--- src/rtl/cpu_memory.sv ---
// Memory stage: issues p3 loads/stores on the data bus, freezes the pipeline while
// a transaction is outstanding, and returns aligned load data or a fault to p4.
package cpu_memory_pkg;
    localparam logic [5:0] OP_ADD  = 6'h01;
    localparam logic [5:0] OP_LDB  = 6'h10;
    localparam logic [5:0] OP_LDBU = 6'h11;
    localparam logic [5:0] OP_LDH  = 6'h12;
    localparam logic [5:0] OP_LDHU = 6'h13;
    localparam logic [5:0] OP_LDW  = 6'h14;
    localparam logic [5:0] OP_STB  = 6'h18;
    localparam logic [5:0] OP_STH  = 6'h19;
    localparam logic [5:0] OP_STW  = 6'h1A;
endpackage

module cpu_memory
    import cpu_memory_pkg::*;
#(
    parameter int unsigned TIMEOUT_CYCLES = 32'd0
) (
    input  logic        clock,
    input  logic        reset,
    input  logic        stall,
    input  logic        p3_valid,
    input  logic [5:0]  p3_op,
    input  logic [31:0] p3_addr,
    input  logic [31:0] p3_wdata,
    output logic        dbus_request,
    output logic        dbus_write,
    output logic [31:0] dbus_addr,
    output logic [3:0]  dbus_wstrb,
    output logic [31:0] dbus_wdata,
    input  logic        dbus_ack,
    input  logic [31:0] dbus_rdata,
    output logic        mem_stall,
    output logic [31:0] p4_load_data,
    output logic        p4_load_valid,
    output logic        p4_misaligned,
    output logic        p4_bus_error,
    output logic [31:0] p4_fault_addr
);

    typedef enum logic [0:0] {IDLE = 1'b0, WAIT = 1'b1} state_t;

    // size: 0 = byte, 1 = half, 2 = word
    typedef struct packed {
        logic       is_mem;
        logic       is_store;
        logic [1:0] size;
        logic       uns;
    } op_info_t;

    localparam bit           TO_EN    = (TIMEOUT_CYCLES != 32'd0);
    localparam int           CW       = (TIMEOUT_CYCLES > 32'd1) ? $clog2(TIMEOUT_CYCLES) : 1;
    localparam logic [CW-1:0] CNT_ONE  = CW'(1);
    localparam logic [CW-1:0] CNT_LAST = CW'(TIMEOUT_CYCLES - 32'd1);

    function automatic op_info_t decode_op(input logic [5:0] op);
        op_info_t r;
        r = '0;
        case (op)
            OP_LDB:  r = '{1'b1, 1'b0, 2'd0, 1'b0};
            OP_LDBU: r = '{1'b1, 1'b0, 2'd0, 1'b1};
            OP_LDH:  r = '{1'b1, 1'b0, 2'd1, 1'b0};
            OP_LDHU: r = '{1'b1, 1'b0, 2'd1, 1'b1};
            OP_LDW:  r = '{1'b1, 1'b0, 2'd2, 1'b0};
            OP_STB:  r = '{1'b1, 1'b1, 2'd0, 1'b0};
            OP_STH:  r = '{1'b1, 1'b1, 2'd1, 1'b0};
            OP_STW:  r = '{1'b1, 1'b1, 2'd2, 1'b0};
            default: r = '0;
        endcase
        return r;
    endfunction

    function automatic logic [3:0] store_strb(input logic [1:0] size, input logic [1:0] lo);
        logic [3:0] s;
        case (size)
            2'd0:    s = 4'b0001 << lo;
            2'd1:    s = 4'b0011 << {lo[1], 1'b0};
            default: s = 4'b1111;
        endcase
        return s;
    endfunction

    function automatic logic [31:0] store_data(input logic [1:0] size, input logic [31:0] d);
        logic [31:0] w;
        case (size)
            2'd0:    w = {4{d[7:0]}};
            2'd1:    w = {2{d[15:0]}};
            default: w = d;
        endcase
        return w;
    endfunction

    function automatic logic [31:0] load_align(input logic [1:0] size, input logic uns,
                                               input logic [1:0] lo, input logic [31:0] rd);
        logic [7:0]  b;
        logic [15:0] h;
        logic [31:0] r;
        case (lo)
            2'd0:    b = rd[7:0];
            2'd1:    b = rd[15:8];
            2'd2:    b = rd[23:16];
            default: b = rd[31:24];
        endcase
        h = lo[1] ? rd[31:16] : rd[15:0];
        case (size)
            2'd0:    r = uns ? {24'd0, b} : {{24{b[7]}}, b};
            2'd1:    r = uns ? {16'd0, h} : {{16{h[15]}}, h};
            default: r = rd;
        endcase
        return r;
    endfunction

    state_t        state_r, state_s;
    logic          req_r, req_s;
    logic          write_r, write_s;
    logic [31:0]   addr_r, addr_s;
    logic [3:0]    wstrb_r, wstrb_s;
    logic [31:0]   wdata_r, wdata_s;
    logic [1:0]    size_r, size_s;
    logic          uns_r, uns_s;
    logic [1:0]    lo_r, lo_s;
    logic [CW-1:0] cnt_r, cnt_s;
    logic [31:0]   ldata_r, ldata_s;
    logic          lv_r, lv_s;
    logic          mis_r, mis_s;
    logic          berr_r, berr_s;
    logic [31:0]   fault_r, fault_s;
    op_info_t      info_s;
    logic          aligned_s;
    logic          issue_ok_s;

    // Decode the p3 operation and its alignment requirement
    always_comb begin
        info_s = decode_op(p3_op);
        case (info_s.size)
            2'd1:    aligned_s = ~p3_addr[0];
            2'd2:    aligned_s = (p3_addr[1:0] == 2'b00);
            default: aligned_s = 1'b1;
        endcase
    end

    // Next-state logic: completion/timeout of the current access, then a possible new launch
    always_comb begin
        state_s    = state_r;
        req_s      = req_r;
        write_s    = write_r;
        addr_s     = addr_r;
        wstrb_s    = wstrb_r;
        wdata_s    = wdata_r;
        size_s     = size_r;
        uns_s      = uns_r;
        lo_s       = lo_r;
        cnt_s      = cnt_r;
        ldata_s    = ldata_r;
        fault_s    = fault_r;
        lv_s       = 1'b0;
        mis_s      = 1'b0;
        berr_s     = 1'b0;
        issue_ok_s = 1'b0;

        case (state_r)
            IDLE: issue_ok_s = 1'b1;
            WAIT: begin
                if (dbus_ack) begin
                    // Ack beats timeout; the pipeline advances this cycle so a new op may launch
                    state_s    = IDLE;
                    req_s      = 1'b0;
                    cnt_s      = '0;
                    issue_ok_s = 1'b1;
                    if (!write_r) begin
                        ldata_s = load_align(size_r, uns_r, lo_r, dbus_rdata);
                        lv_s    = 1'b1;
                    end else begin
                        lv_s    = 1'b0;
                    end
                end else if (TO_EN && (cnt_r == CNT_LAST)) begin
                    state_s = IDLE;
                    req_s   = 1'b0;
                    cnt_s   = '0;
                    berr_s  = 1'b1;
                    fault_s = addr_r;
                end else begin
                    cnt_s   = cnt_r + CNT_ONE;
                end
            end
            default: begin
                state_s = IDLE;
                req_s   = 1'b0;
            end
        endcase

        if (issue_ok_s && p3_valid && info_s.is_mem && !stall) begin
            if (aligned_s) begin
                state_s = WAIT;
                req_s   = 1'b1;
                write_s = info_s.is_store;
                addr_s  = {p3_addr[31:2], 2'b00};
                wstrb_s = info_s.is_store ? store_strb(info_s.size, p3_addr[1:0]) : 4'b0000;
                wdata_s = info_s.is_store ? store_data(info_s.size, p3_wdata) : 32'd0;
                size_s  = info_s.size;
                uns_s   = info_s.uns;
                lo_s    = p3_addr[1:0];
                cnt_s   = '0;
            end else begin
                mis_s   = 1'b1;
                fault_s = p3_addr;
            end
        end else begin
            mis_s = 1'b0;
        end
    end

    // State and output registers
    always_ff @(posedge clock or negedge reset) begin
        if (!reset) begin
            state_r <= IDLE;
            req_r   <= 1'b0;
            write_r <= 1'b0;
            addr_r  <= 32'd0;
            wstrb_r <= 4'd0;
            wdata_r <= 32'd0;
            size_r  <= 2'd0;
            uns_r   <= 1'b0;
            lo_r    <= 2'd0;
            cnt_r   <= '0;
            ldata_r <= 32'd0;
            lv_r    <= 1'b0;
            mis_r   <= 1'b0;
            berr_r  <= 1'b0;
            fault_r <= 32'd0;
        end else begin
            state_r <= state_s;
            req_r   <= req_s;
            write_r <= write_s;
            addr_r  <= addr_s;
            wstrb_r <= wstrb_s;
            wdata_r <= wdata_s;
            size_r  <= size_s;
            uns_r   <= uns_s;
            lo_r    <= lo_s;
            cnt_r   <= cnt_s;
            ldata_r <= ldata_s;
            lv_r    <= lv_s;
            mis_r   <= mis_s;
            berr_r  <= berr_s;
            fault_r <= fault_s;
        end
    end

    assign dbus_request  = req_r;
    assign dbus_write    = write_r;
    assign dbus_addr     = addr_r;
    assign dbus_wstrb    = wstrb_r;
    assign dbus_wdata    = wdata_r;
    assign p4_load_data  = ldata_r;
    assign p4_load_valid = lv_r;
    assign p4_misaligned = mis_r;
    assign p4_bus_error  = berr_r;
    assign p4_fault_addr = fault_r;
    assign mem_stall     = (state_r == WAIT) && !dbus_ack;

endmodule

--- config.mk ---
export PLATFORM = sky130hd
export DESIGN_NAME = cpu_memory
export DESIGN_NICKNAME = d
export VERILOG_FILES = /design/src/rtl/cpu_memory.sv
export SDC_FILE = /design/constraint.sdc
export NUM_CORES = 1
export LEC_CHECK = 0
export BUFFER_PORTS_ARGS = -buffer_cell sky130_fd_sc_hd__buf_4
export CELL_PAD_IN_SITES_DETAIL_PLACEMENT = 1
export CELL_PAD_IN_SITES_GLOBAL_PLACEMENT = 1
export CORE_ASPECT_RATIO = 0.6
export CORE_MARGIN = 3
export CORE_UTILIZATION = 40
export DETAILED_ROUTE_END_ITERATION = 10
export PLACE_DENSITY = 0.95
export SYNTH_ARGS = -nofsm -noshare
export SYNTH_HDL_FRONTEND = slang
export SYNTH_SLANG_ARGS = --single-unit
--- constraint.sdc ---
create_clock -name clock -period 4.2 [get_ports clock]
set_clock_uncertainty 0.05 [all_clocks]
set_input_delay 0.84 -clock clock [delete_from_list [all_inputs] [get_ports clock]]
set_output_delay 0.84 -clock clock [all_outputs]
set_load 0.03 [all_outputs]
==> metrics.md, run 1 <==
| Metric | Value |
|---|---|
| Drt wl/cell | roughly 21 µm |
| # Post-CTS Setup Buffers | 0 |
| Chip width | around 170 µm |
| Status | complete, no violations |
| Gpl congestion | 0.853 |
| Vert. Die Dim | ~100 µm |
| Drt pass-1 iters | 4 |
| Die footprint | roughly 0.018 mm² |
| Crit share post-route | 0.822 |
| Synth Flop Type | dfrtp_1 |
| RSZ-0062 raised after global routing | false |
| Number of global-route vias before repair | roughly 6000 |
| Mapped cell area | 0.00649 mm² |
| Clk sinks | 140 |
| Clk pwr share | 0.301 |
| Post-CTS Hold Fix Bufs | 0 |
| Starting Density | 0.415 |
| Relative max-transition margin | 0.294 |
| Slew Viols, Final | 0 |
| Initial DRC Count | roughly 360 |
| Int Pwr | roughly 3200 µW |
| Via density | roughly 5.4 |
| Hold Crit Class | input port to asynchronous set/reset pin |
| Critical path class | input port to flop |
| Yosys warnings | 0 |
| First-pass GRT wire length | approximately 34000 µm |
| Post-Syn Instances | ~570 |
| Max stage delay cell, worst path | a221oi_1 |
| P per Cell Area | 579 mW/mm² |
| Antenna violations before repair | 0 |
| CTS clk-pin slew, worst paths | ~0.070 ns |
| Final Hold Vio Count | 0 |
| Placed cells | about 1000 |
| Clk root buf | clkbuf_16 |
| Ratio of cells with drive above 1 in the final layout | 0.368 |
| CTS tree | yes |
| Combinational fraction of design power | 0.338 |
| Pin count of the biggest net entering global routing | roughly 80 |
| Average cell area after synthesis | 11.4 µm² |
| Met2 WL | 10000 µm |
| # Max-Cap Violations | 0 |
| Post-synth EDFFs | 0 |
| Peak Freq | 290 MHz |
| Overall global routing resource usage | 0.241 |
| CP Cell Sequence | buf_4 -> and3b_1 -> a21oi_1 -> nor3_1 -> inv_1 -> ha_1 -> a221oi_1 -> nor3b_4 -> buf_4 -> mux2_1 |
| DRC viols | 0 |
| Final TNS setup | 0 ns |
| Leakage Power | 0.00447 µW |
| CP startpoint kind | input port |
| WP data required | ~4.4 ns |
| WL final | 21600 µm |
| Ant diodes | 0 |
| GRT Residual Overflow | 0 |
| DR top layer | met4 |
| Htree depth | 4 |
| Sequential cell area fraction in the yosys report | 0.540 |
| # rows | 35 |
| Post-synth ARST share | 1.00 |
| Cts bufs inserted | 17 |
| Netlist cell types | between 40 and 50 |
| Vias | around 5500 |
| IO Pins | 245 |
| Final ANT Viol Nets | 0 |
| # nets final | 906 |
| Clock network latency to the later pin of the worst-skew pair | roughly 0.40 ns |
| CP endpoint kind | flop |
| Tmin final | 3.45 ns |
| Setup violators final | 0 |
| Area growth from synthesis to layout | 39.5% |
| Crit path DAT | between 3 and 4 ns |
| #FFs+latches synth | 140 |
| CTS-repair resized insts | 0 |
| Slew @ Worst Pin | ~1.1 ns |
| Finished Layout Cells | roughly 1000 |
| DP Wirelength | 15900 µm |
| Sequential power share | 0.360 |
| Metal3 WL | about 1700 µm |
| Maximum VDD drop | ~270 µV |
| I/O Buffers | roughly 240 |
| Clock Tree Buf Depth | 2 |
| Net Sw Frac | 0.381 |
| Fill cell count | approximately 1700 |
| Max stage delay on crit path | between 0.4 and 0.5 ns |
| CP most frequent cell | buf_4 |
| Psw | around 2000 µW |
| Core box area | approximately 0.016 mm² |
| Met1 WL | between 9000 and 10000 µm |
| Crit path max fanout | 33 |
## cell usage in the layout, fill, tap and decap left out, types with 2 or more instances in the layout
cell type | synthesis | final
o21ai_0 | 10 | 10
and3b_1 | 2 | 2
nand2_1 | 52 | 52
o21ai_1 | 16 | 16
a22oi_1 | 14 | 14
a21o_1 | 2 | 2
nor2b_1 | 5 | 5
a22o_1 | 2 | 2
mux2_2 | 12 | 12
o211ai_1 | 32 | 32
mux2i_1 | 27 | 27
conb_1 | 1 | 3
a21oi_1 | 37 | 37
a31oi_1 | 2 | 2
and3_1 | 2 | 2
nor2_1 | 12 | 12
inv_8 | 0 | 5
buf_4 | 9 | 245
o31ai_1 | 7 | 7
bufinv_16 | 0 | 2
inv_6 | 0 | 6
clkbuf_16 | 0 | 17
a311oi_1 | 6 | 6
o21a_1 | 5 | 5
a221oi_1 | 4 | 4
nor3_1 | 9 | 8
mux2_1 | 73 | 73
inv_1 | 34 | 34
nand2b_1 | 2 | 2
nor3_2 | 1 | 2
nand3_1 | 3 | 3
buf_12 | 0 | 2
dfrtp_1 | 140 | 140
ha_1 | 3 | 3
## layout make-up
type	instances	area, µm²	area share
flip-flops and latches	140	3500	0.387
multi-input cells	354	2660	0.293
repair buffers	248	1890	0.209
clock buffers	17	425	0.0470
well taps	203	254	0.0281
clock inverters	15	193	0.0213
inverters	35	131	0.0145
## cell usage after synthesis, drive strengths merged, types with 4 or more instances
| library cell | count | area (µm²) |
|---|---|---|
| dfrtp | 140 | 3500 |
| mux2 | 85 | 957 |
| nand2 | 52 | 195 |
| a21oi | 37 | 185 |
| inv | 35 | 131 |
| o211ai | 32 | 240 |
| mux2i | 27 | 270 |
| clkbuf | 26 | 97.6 |
| o21ai | 26 | 130 |
| buf | 15 | 121 |
| a22oi | 14 | 105 |
| nor2 | 12 | 45.0 |
| nor3 | 10 | 55.1 |
| o31ai | 7 | 52.6 |
| a311oi | 6 | 52.6 |
| nor2b | 5 | 31.3 |
| o21a | 5 | 37.5 |
| a221oi | 4 | 35.0 |
## sequential cells by signal (all words and copies together), names as in the netlist
name,cells
dbus_wdata,32
dbus_request,1
size_r,2
p4_fault_addr,32
p4_misaligned,1
p4_load_data,32
dbus_wstrb,4
p4_load_valid,1
lo_r,2
dbus_write,1
state_r,1
dbus_addr,30
uns_r,1
## power groups by stage
stage	sequential (µW)	clock, µW	combinational (µW)
final	1890	1580	1770
after global routing	1930	1690	1880
after CTS	1890	1620	1780
after detailed placement	1910	0	1780
after global placement	1890	0	1720
after floorplan	2450	0	413
## worst max-delay path: cells and delay by family
family          cells  cell delay, ns
compound gates      2            0.54
buf+inv             3            0.67
simple gates        3            0.79
mux                 1            0.39
fa+ha+maj           1            0.43
## per-layer routing
metal / track usage / vias up
li1: - / 2483
met3: 0.0688 / 25
met5: 0 / -
met1: 0.327 / 2792
met4: 0.0556 / 0
met2: 0.383 / 207
## through the flow
| step | worst slack [ns] | hold slack [ns] | power, µW | area, µm² | utilization |
|---|---|---|---|---|---|
| finish | 0.748 | 0.405 | 5240 | 9050 | 0.579 |
| CTS | 0.776 | 0.440 | 5290 | 9050 | 0.579 |
| floorplan | 1.18 | 0.455 | 2870 | 6500 | - |
| detailed placement | 0.359 | 0.426 | 3680 | 8430 | 0.539 |
| global placement | 0.544 | 0.416 | 3600 | 8430 | 0.539 |
| global route | 0.637 | 0.450 | 5500 | 9050 | 0.579 |
## kinds of logic after synthesis
| kind of cell | Yosys count | share of synthesized area |
|---|---|---|
| DFF | 140 | 0.540 |
| adders and majority gates | 3 | 0.00578 |
| muxes | 113 | 0.193 |
| AOI/OAI and AO/OA | 139 | 0.138 |
| other | 1 | 0.000578 |
| and+or+nand+nor | 96 | 0.0688 |
| buffers and inverters | 76 | 0.0540 |
## final timing paths
kind                       slack [ns]                            to                      start  cells after the start
min in group clock               0.44     dbus_addr[25]$_DFFE_PN0P_  dbus_addr[25]$_DFFE_PN0P_                      1
min reg2reg                      0.44     dbus_addr[25]$_DFFE_PN0P_  dbus_addr[25]$_DFFE_PN0P_                      1
max in group asynchronous        2.86    dbus_wdata[25]$_DFFE_PN0P_                      reset                      2
max                              0.75  p4_fault_addr[9]$_DFFE_PN0P_                   p3_op[2]                     10
min                              0.41   p4_load_data[1]$_DFFE_PN0P_                      reset                      1
max reg2reg                      1.45  p4_load_data[21]$_DFFE_PN0P_        lo_r[1]$_DFFE_PN0P_                      4
No activity file was read; power rests on OpenSTA's default activity.
==> inputs of run 2 (changes only) <==
- CORE_UTILIZATION: 40 -> 38
- PLACE_DENSITY: 0.95 -> 0.93
- clock period: 4.2 -> 3.6 ns (I/O delays scaled with it)
==> metrics.md, run 2 (same netlist as run 1, synthesis figures left out) <==
| Metric | Value |
|---|---|
| Psw | 2300 µW (+15%) |
| Top Usage Layer GRT | met2 |
| Die footprint | 0.0187 mm² (+5.0%) |
| Commonest non-fill, non-tap cell in the layout | buf_4 |
| Htree depth | 4 (unchanged) |
| DP Wirelength | 16000 µm (+0.96%) |
| GRT met3 Usage | 0.0821 (+0.0133) |
| Slew Viols, Final | 0 (unchanged) |
| Drt wl/cell | 20.5 µm (-4.2%) |
| WL final | 21400 µm (-1.1%) |
| Final ANT Viol Nets | 0 (unchanged) |
| Worst r2r src | lo_r[1]$_DFFE_PN0P_ |
| Status | complete, no violations |
| Pin count of the biggest net entering global routing | 65 (-18%) |
| Clk sinks | 140 (unchanged) |
| Number of global-route vias before repair | 5993 (+0.18%) |
| Reg-to-Reg End | p4_load_data[9]$_DFFE_PN0P_ |
| Crit path DAT | 3.30 ns (-0.39 ns) |
| Antenna violations before repair | 0 (unchanged) |
| Critical path class | input port to flop |
| Hold Crit Class | input port to asynchronous set/reset pin |
| # Max-Cap Violations | 0 (unchanged) |
| Clk pwr share | 0.292 (-0.009) |
| Most frequent cells in the layout | buf_4, dfrtp_1, mux2_1, nand2_1, a21oi_1 |
| IO Pins | 245 (unchanged) |
| Vert. Die Dim | 107 µm (+2.5%) |
| CTS-repair resized insts | 0 (unchanged) |
| Maximum VDD drop | 295 µV (+8.2%) |
| WP data required | 3.84 ns (-0.60 ns) |
| Leakage Power | 0.00449 µW (+0.57%) |
| First-pass GRT wire length | 33700 µm (-0.71%) |
| DRC viols | 0 (unchanged) |
| Ant diodes | 0 (unchanged) |
| CTS clk-pin slew, worst paths | 0.07 ns (about the same) |
| Int Pwr | 3720 µW (+15%) |
| Clk root buf | clkbuf_16 |
| I/O Buffers | 241 (unchanged) |
| Fill cell count | 1792 (+8.2%) |
| # nets final | 914 (+0.88%) |
| Crit share post-route | 0.849 |
| Ratio of cells with drive above 1 in the final layout | 0.375 (+0.00619) |
| # rows | 36 (+2.9%) |
| Core box area | 0.0165 mm² (+5.5%) |
| Net Sw Frac | 0.382 (+0.000479) |
| Final TNS setup | 0 ns (unchanged) |
| Final core occ | 0.554 (-0.0254) |
| Clock network latency to the later pin of the worst-skew pair | 0.40 ns (about the same) |
| Combinational fraction of design power | 0.343 (+0.005) |
| Starting Density | 0.394 (-0.0215) |
| Clock Tree Buf Depth | 2 (unchanged) |
| Worst r2r path cells | 4 (unchanged) |
| Area growth from synthesis to layout | 40.6% |
| Sequential power share | 0.365 (+0.005) |
| Post-CTS Hold Fix Bufs | 0 (unchanged) |
| Final Hold Vio Count | 0 (unchanged) |
| Fin Hold WS | 0.233 ns (-0.172 ns) |
| GRT Residual Overflow | 0 (unchanged) |
| Drt pass-1 iters | 7 (+3) |
| Vias | 5479 (-0.51%) |
| CTS tree | yes |
| R2R Setup Slk | 0.90 ns (-0.55 ns) |
| Overall global routing resource usage | 0.229 (-0.0121) |
| Met1 GRT Util | 0.304 (-0.0228) |
| Via density | 5.24 (-3.7%) |
| P per Cell Area | 659 mW/mm² (+14%) |
| # Post-CTS Setup Buffers | 0 (unchanged) |
| CP endpoint kind | flop |
| Gpl congestion | 0.832 (-2.5%) |
| Slew @ Worst Pin | 1.06 ns (+0.00942 ns) |
| RSZ-0062 raised after global routing | false |
| Crit path max fanout | 33 (unchanged) |
| CP startpoint kind | input port |
| Cts bufs inserted | 17 (unchanged) |
| Peak Freq | roughly 330 MHz |
| Setup violators final | 0 (unchanged) |
| Chip width | 175 µm (+2.5%) |
| Met2 GRT Util | 0.359 (-0.0231) |
| Tmin final | 3.06 ns |
| Initial DRC Count | 378 (+4.4%) |
| Relative max-transition margin | 0.290 (-0.00392) |
[run 2: cell types whose count changed in the layout (fill, tap and decap cells not counted), moves of 2 or more]
cell | previous run | this run
buf_4 | 245 | 252
clkinv_4 | 0 | 5
inv_6 | 6 | 4
inv_8 | 5 | 3
[run 2: per-layer routing]
| metal | routed length [µm] | vias up |
|---|---|---|
| li1 | - | 2486 |
| met2 | 9910 | 204 |
| met1 | 9460 | 2776 |
| met5 | 0 | - |
| met3 | 1840 | 13 |
| met4 | 172 | 0 |
[run 2: how the worst max path moves through the flow]
stage                     startpoint                             to  slack, ns
after floorplan             p3_op[2]  p4_fault_addr[10]$_DFFE_PN0P_       0.70
after global placement      p3_op[2]  p4_fault_addr[21]$_DFFE_PN0P_       0.29
after detailed placement    p3_op[1]  p4_fault_addr[24]$_DFFE_PN0P_       0.17
after CTS                   p3_op[1]  p4_fault_addr[24]$_DFFE_PN0P_       0.54
after global routing        p3_op[2]  p4_fault_addr[24]$_DFFE_PN0P_       0.36
final                       p3_op[1]  p4_fault_addr[24]$_DFFE_PN0P_       0.54
[run 2: power groups by stage]
stage	Clock [µW]	Combinational [µW]	Sequential, µW
after floorplan	0	482	2860
final	1760	2060	2200
after detailed placement	0	2070	2220
after CTS	1800	2080	2200
after global routing	1880	2190	2250
after global placement	0	2020	2200
[run 2: area by class of cell]
class                   instances  area, µm²  share of cell area
clock buffers                  18        439              0.0481
clock inverters                14        150              0.0164
inverters                      35        131              0.0144
multi-input cells             354       2660               0.291
flip-flops and latches        140       3500               0.384
well taps                     228        285              0.0313
repair buffers                256       1960               0.215
[run 2: critical path, cell delays in order]
cell and delay (ns):
buf_4 0.13, and3b_1 0.23, a21oi_1 0.05, nor3_1 0.36, inv_1 0.14, ha_1 0.31, inv_1 0.03, a221oi_1 0.35
nor3b_4 0.32, buf_12 0.24, mux2_1 0.38
[run 2: metrics by stage]
step	total power, µW	worst slack (ns)	area [µm²]	cells
2_1_floorplan	3340	0.695	6500	570
3_3_place_gp	4220	0.295	8540	1013
3_5_place_dp	4300	0.169	8540	1013
4_1_cts	6080	0.538	9130	1045
5_1_grt	6320	0.355	9130	1045
6_report	6020	0.544	9130	1045
==> inputs of run 3 (changes only) <==
- ABC_AREA: not set -> 1
- CORE_UTILIZATION: 38 -> 35
- PLACE_DENSITY: 0.93 -> 0.92
- clock period: 3.6 -> 2.9 ns (I/O delays scaled with it)
==> metrics.md, run 3 <==
| Metric | Value |
|---|---|
| Status | complete, no violations |
| # Max-Cap Violations | 0 (unchanged) |
| Htree depth | 4 (unchanged) |
| Slew @ Worst Pin | 0.699 ns (-0.364 ns) |
| RSZ-0062 raised after global routing | false |
| Post-Syn Instances | 973 (+71%) |
| Yosys warnings | 0 (unchanged) |
| Setup violators final | 0 (unchanged) |
| Worst r2r path cells | 6 (+2) |
| Number of global-route vias before repair | 7971 (+33%) |
| Chip width | 190 µm (+8.5%) |
| # nets final | 1307 (+43%) |
| Post-synth ARST share | 1.00 (unchanged) |
| CP startpoint kind | input port |
| Core box area | 0.0194 mm² (+18%) |
| Drt pass-1 iters | 5 (-2) |
| CTS-repair resized insts | 0 (unchanged) |
| Starting Density | 0.364 (-0.0294) |
| Fill cell count | 2472 (+38%) |
| Overall global routing resource usage | 0.257 (+0.0282) |
| DP Wirelength | 19300 µm (+20%) |
| Relative max-transition margin | 0.533 (+0.243) |
| Via density | 5.03 (-4.0%) |
| Synth area leaders | dfrtp_1, nand2_1, nand3_1, inv_1, nor2_1 |
| Leading area contributor after synthesis | dfrtp_1 |
| Average cell area after synthesis | 7.27 µm² (-36%) |
| Clock Tree Buf Depth | 2 (unchanged) |
| #FFs+latches synth | 140 (unchanged) |
| Final core occ | 0.504 (-0.0492) |
| Gpl congestion | 0.831 (-0.13%) |
| Adder-cell share of the synthesized area | 0.00531 (-0.000478) |
| WL final | 27400 µm (+28%) |
| Final TNS setup | 0 ns (unchanged) |
| Most frequent cells in the layout | nand2_1, buf_4, nand3_1, dfrtp_1, inv_1 |
| Ratio of cells with drive above 1 in the final layout | 0.264 (-0.110) |
| Vias | 7427 (+36%) |
| Hold Crit Class | input port to asynchronous set/reset pin |
| Synth Flop Type | dfrtp_1 |
| Mux cell area share after synthesis | 0 (-0.193) |
| Final ANT Viol Nets | 0 (unchanged) |
| Antenna violations before repair | 0 (unchanged) |
| Clk root buf | clkbuf_16 |
| Synth Area in XOR/XNOR | 0 (unchanged) |
| # rows | 39 (+8.3%) |
| Post-synth EDFFs | 0 (unchanged) |
| CP endpoint kind | flop |
| Placed instance area | 0.00916 mm² (+7.2%) |
| Critical path class | input port to flop |
| Mapped cell area | 0.00707 mm² (+9.0%) |
| Sequential cell area fraction in the yosys report | 0.495 (-0.0446) |
| CTS tree | yes |
| Fin Hold WS | 0.0731 ns (-0.160 ns) |
| Reg-to-Reg End | p4_load_data[28]$_DFFE_PN0P_ |
| # Post-CTS Setup Buffers | 0 (unchanged) |
| Fin area | 0.00980 mm² (+7.3%) |
| Peak Freq | around 440 MHz |
| Slew Viols, Final | 0 (unchanged) |
| Met2 WL | 12300 µm (+24%) |
| Maximum VDD drop | 422 µV (+43%) |
| CTS clk-pin slew, worst paths | 0.06 ns (about the same) |
| Clock network latency to the later pin of the worst-skew pair | 0.44 ns (+0.04 ns) |
| I/O Buffers | 241 (unchanged) |
| Cts bufs inserted | 17 (unchanged) |
| Initial DRC Count | 471 (+25%) |
| Met1 WL | 12200 µm (+29%) |
| Netlist cell types | 24 (-47%) |
| DRC viols | 0 (unchanged) |
| Pin count of the biggest net entering global routing | 65 (unchanged) |
| Post-synth top area share | 0.495 (-0.0446) |
| Crit path DAT | 2.61 ns (-0.69 ns) |
| Largest family of logic cells by synthesized area | simple AND/OR/NAND/NOR gates |
| P per Cell Area | 728 mW/mm² (+10%) |
| Die footprint | 0.0220 mm² (+17%) |
| Metal3 WL | 2460 µm (+33%) |
| Worst r2r src | size_r[0]$_DFFE_PN0P_ |
| WP data required | 3.22 ns (-0.62 ns) |
| Area growth from synthesis to layout | 38.5% |
| Leakage Power | 0.00574 µW (+28%) |
| Tmin final | roughly 2.3 ns |
| Crit path max fanout | 17 (-48%) |
| Final Hold Vio Count | 0 (unchanged) |
| Count leader, synth | nand2_1 |
| Crit share post-route | 0.788 |
| Synth Area in Simple Gates | 0.357 (+0.288) |
| GRT Residual Overflow | 0 (unchanged) |
| Commonest non-fill, non-tap cell in the layout | nand2_1 |
| Ant diodes | 0 (unchanged) |
| Commonest cells in the synthesized netlist | nand2_1, nand3_1, dfrtp_1 |
| Post-CTS Hold Fix Bufs | 0 (unchanged) |
| DR top layer | met4 |
| IO Pins | 245 (unchanged) |
| Clk sinks | 140 (unchanged) |
| Compound-cell area share of the yosys netlist | 0.0449 (-0.0935) |
| Vert. Die Dim | 116 µm (+8.3%) |
| Drt wl/cell | 18.6 µm (-9.1%) |
| First-pass GRT wire length | 44100 µm (+31%) |
| R2R Setup Slk | 0.97 ns (+0.07 ns) |
-- run 3: cell count changes after synthesis, moves of 8 or more --
cell | previous run | this run
nand2_1 | 52 | 381
nand3_1 | 3 | 143
mux2_1 | 73 | 0
inv_1 | 34 | 96
nor2_1 | 12 | 57
o211ai_1 | 32 | 0
mux2i_1 | 27 | 0
buf_2 | 1 | 24
o21ai_0 | 10 | 27
or2_2 | 1 | 18
o21ai_1 | 16 | 1
a22oi_1 | 14 | 0
mux2_2 | 12 | 0
nor3_1 | 9 | 1
-- run 3: layer usage --
metal,up-vias,GRT usage
met5,-,0
met4,0,0.0719
met3,43,0.0828
met2,297,0.410
met1,3629,0.340
li1,3458,-
-- run 3: through the flow --
step / instances / setup WS (ns) / power (µW)
after floorplan: 975 / 0.622 / 3770
after global placement: 1444 / 0.376 / 4670
after detailed placement: 1444 / 0.205 / 4750
after CTS: 1476 / 0.659 / 7190
after global routing: 1476 / 0.419 / 7490
final: 1476 / 0.616 / 7140
-- run 3: worst max-delay path by stage --
stage          startpoint                             to  slack, ns  cells after the start
2_1_floorplan    p3_op[5]      dbus_addr[10]$_DFFE_PN0P_       0.62                     14
3_3_place_gp     p3_op[5]   p4_fault_addr[6]$_DFFE_PN0P_       0.38                     15
3_5_place_dp     p3_op[5]  p4_fault_addr[25]$_DFFE_PN0P_       0.20                     15
4_1_cts          p3_op[5]  p4_fault_addr[23]$_DFFE_PN0P_       0.66                     15
5_1_grt          p3_op[5]     dbus_wdata[21]$_DFFE_PN0P_       0.42                     16
6_report         p3_op[5]     dbus_wdata[19]$_DFFE_PN0P_       0.62                     16
-- run 3: where the power goes --
group | switching, µW | internal (µW) | total, µW
clock | 896 | 1500 | 2390
sequential | 230 | 2290 | 2520
combinational | 1420 | 804 | 2220
-- run 3: layout make-up --
cell class	count	area, µm²	area share
Clock buffer	24	512	0.0522
Clock inverter	8	129	0.0132
Inverter	98	368	0.0375
Multi-Input combinational cell	676	2920	0.298
Sequential cell	140	3500	0.358
Tap cell	266	333	0.0340
Timing Repair Buffer	264	2040	0.208
-- run 3: logic make-up after synthesis --
group / count (synthesis)
flip-flops: 140
buffers and inverters: 159
other: 1
AND/OR/NAND/NOR: 607
adder cells (fa/ha/maj): 3
AO/OA/AOI/OAI: 63
-- run 3: worst max-delay path: stages --
cell     delay, ns
buf_4         0.11
inv_1         0.05
nand2_1       0.15
nor2_1        0.22
nand4_1       0.13
nand2_1       0.12
inv_1         0.08
ha_1          0.23
nor2_2        0.16
buf_4         0.24
nand2_1       0.11
o21ai_0       0.09
nand2_1       0.10
inv_1         0.09
nand3_1       0.07
nand2_1       0.09
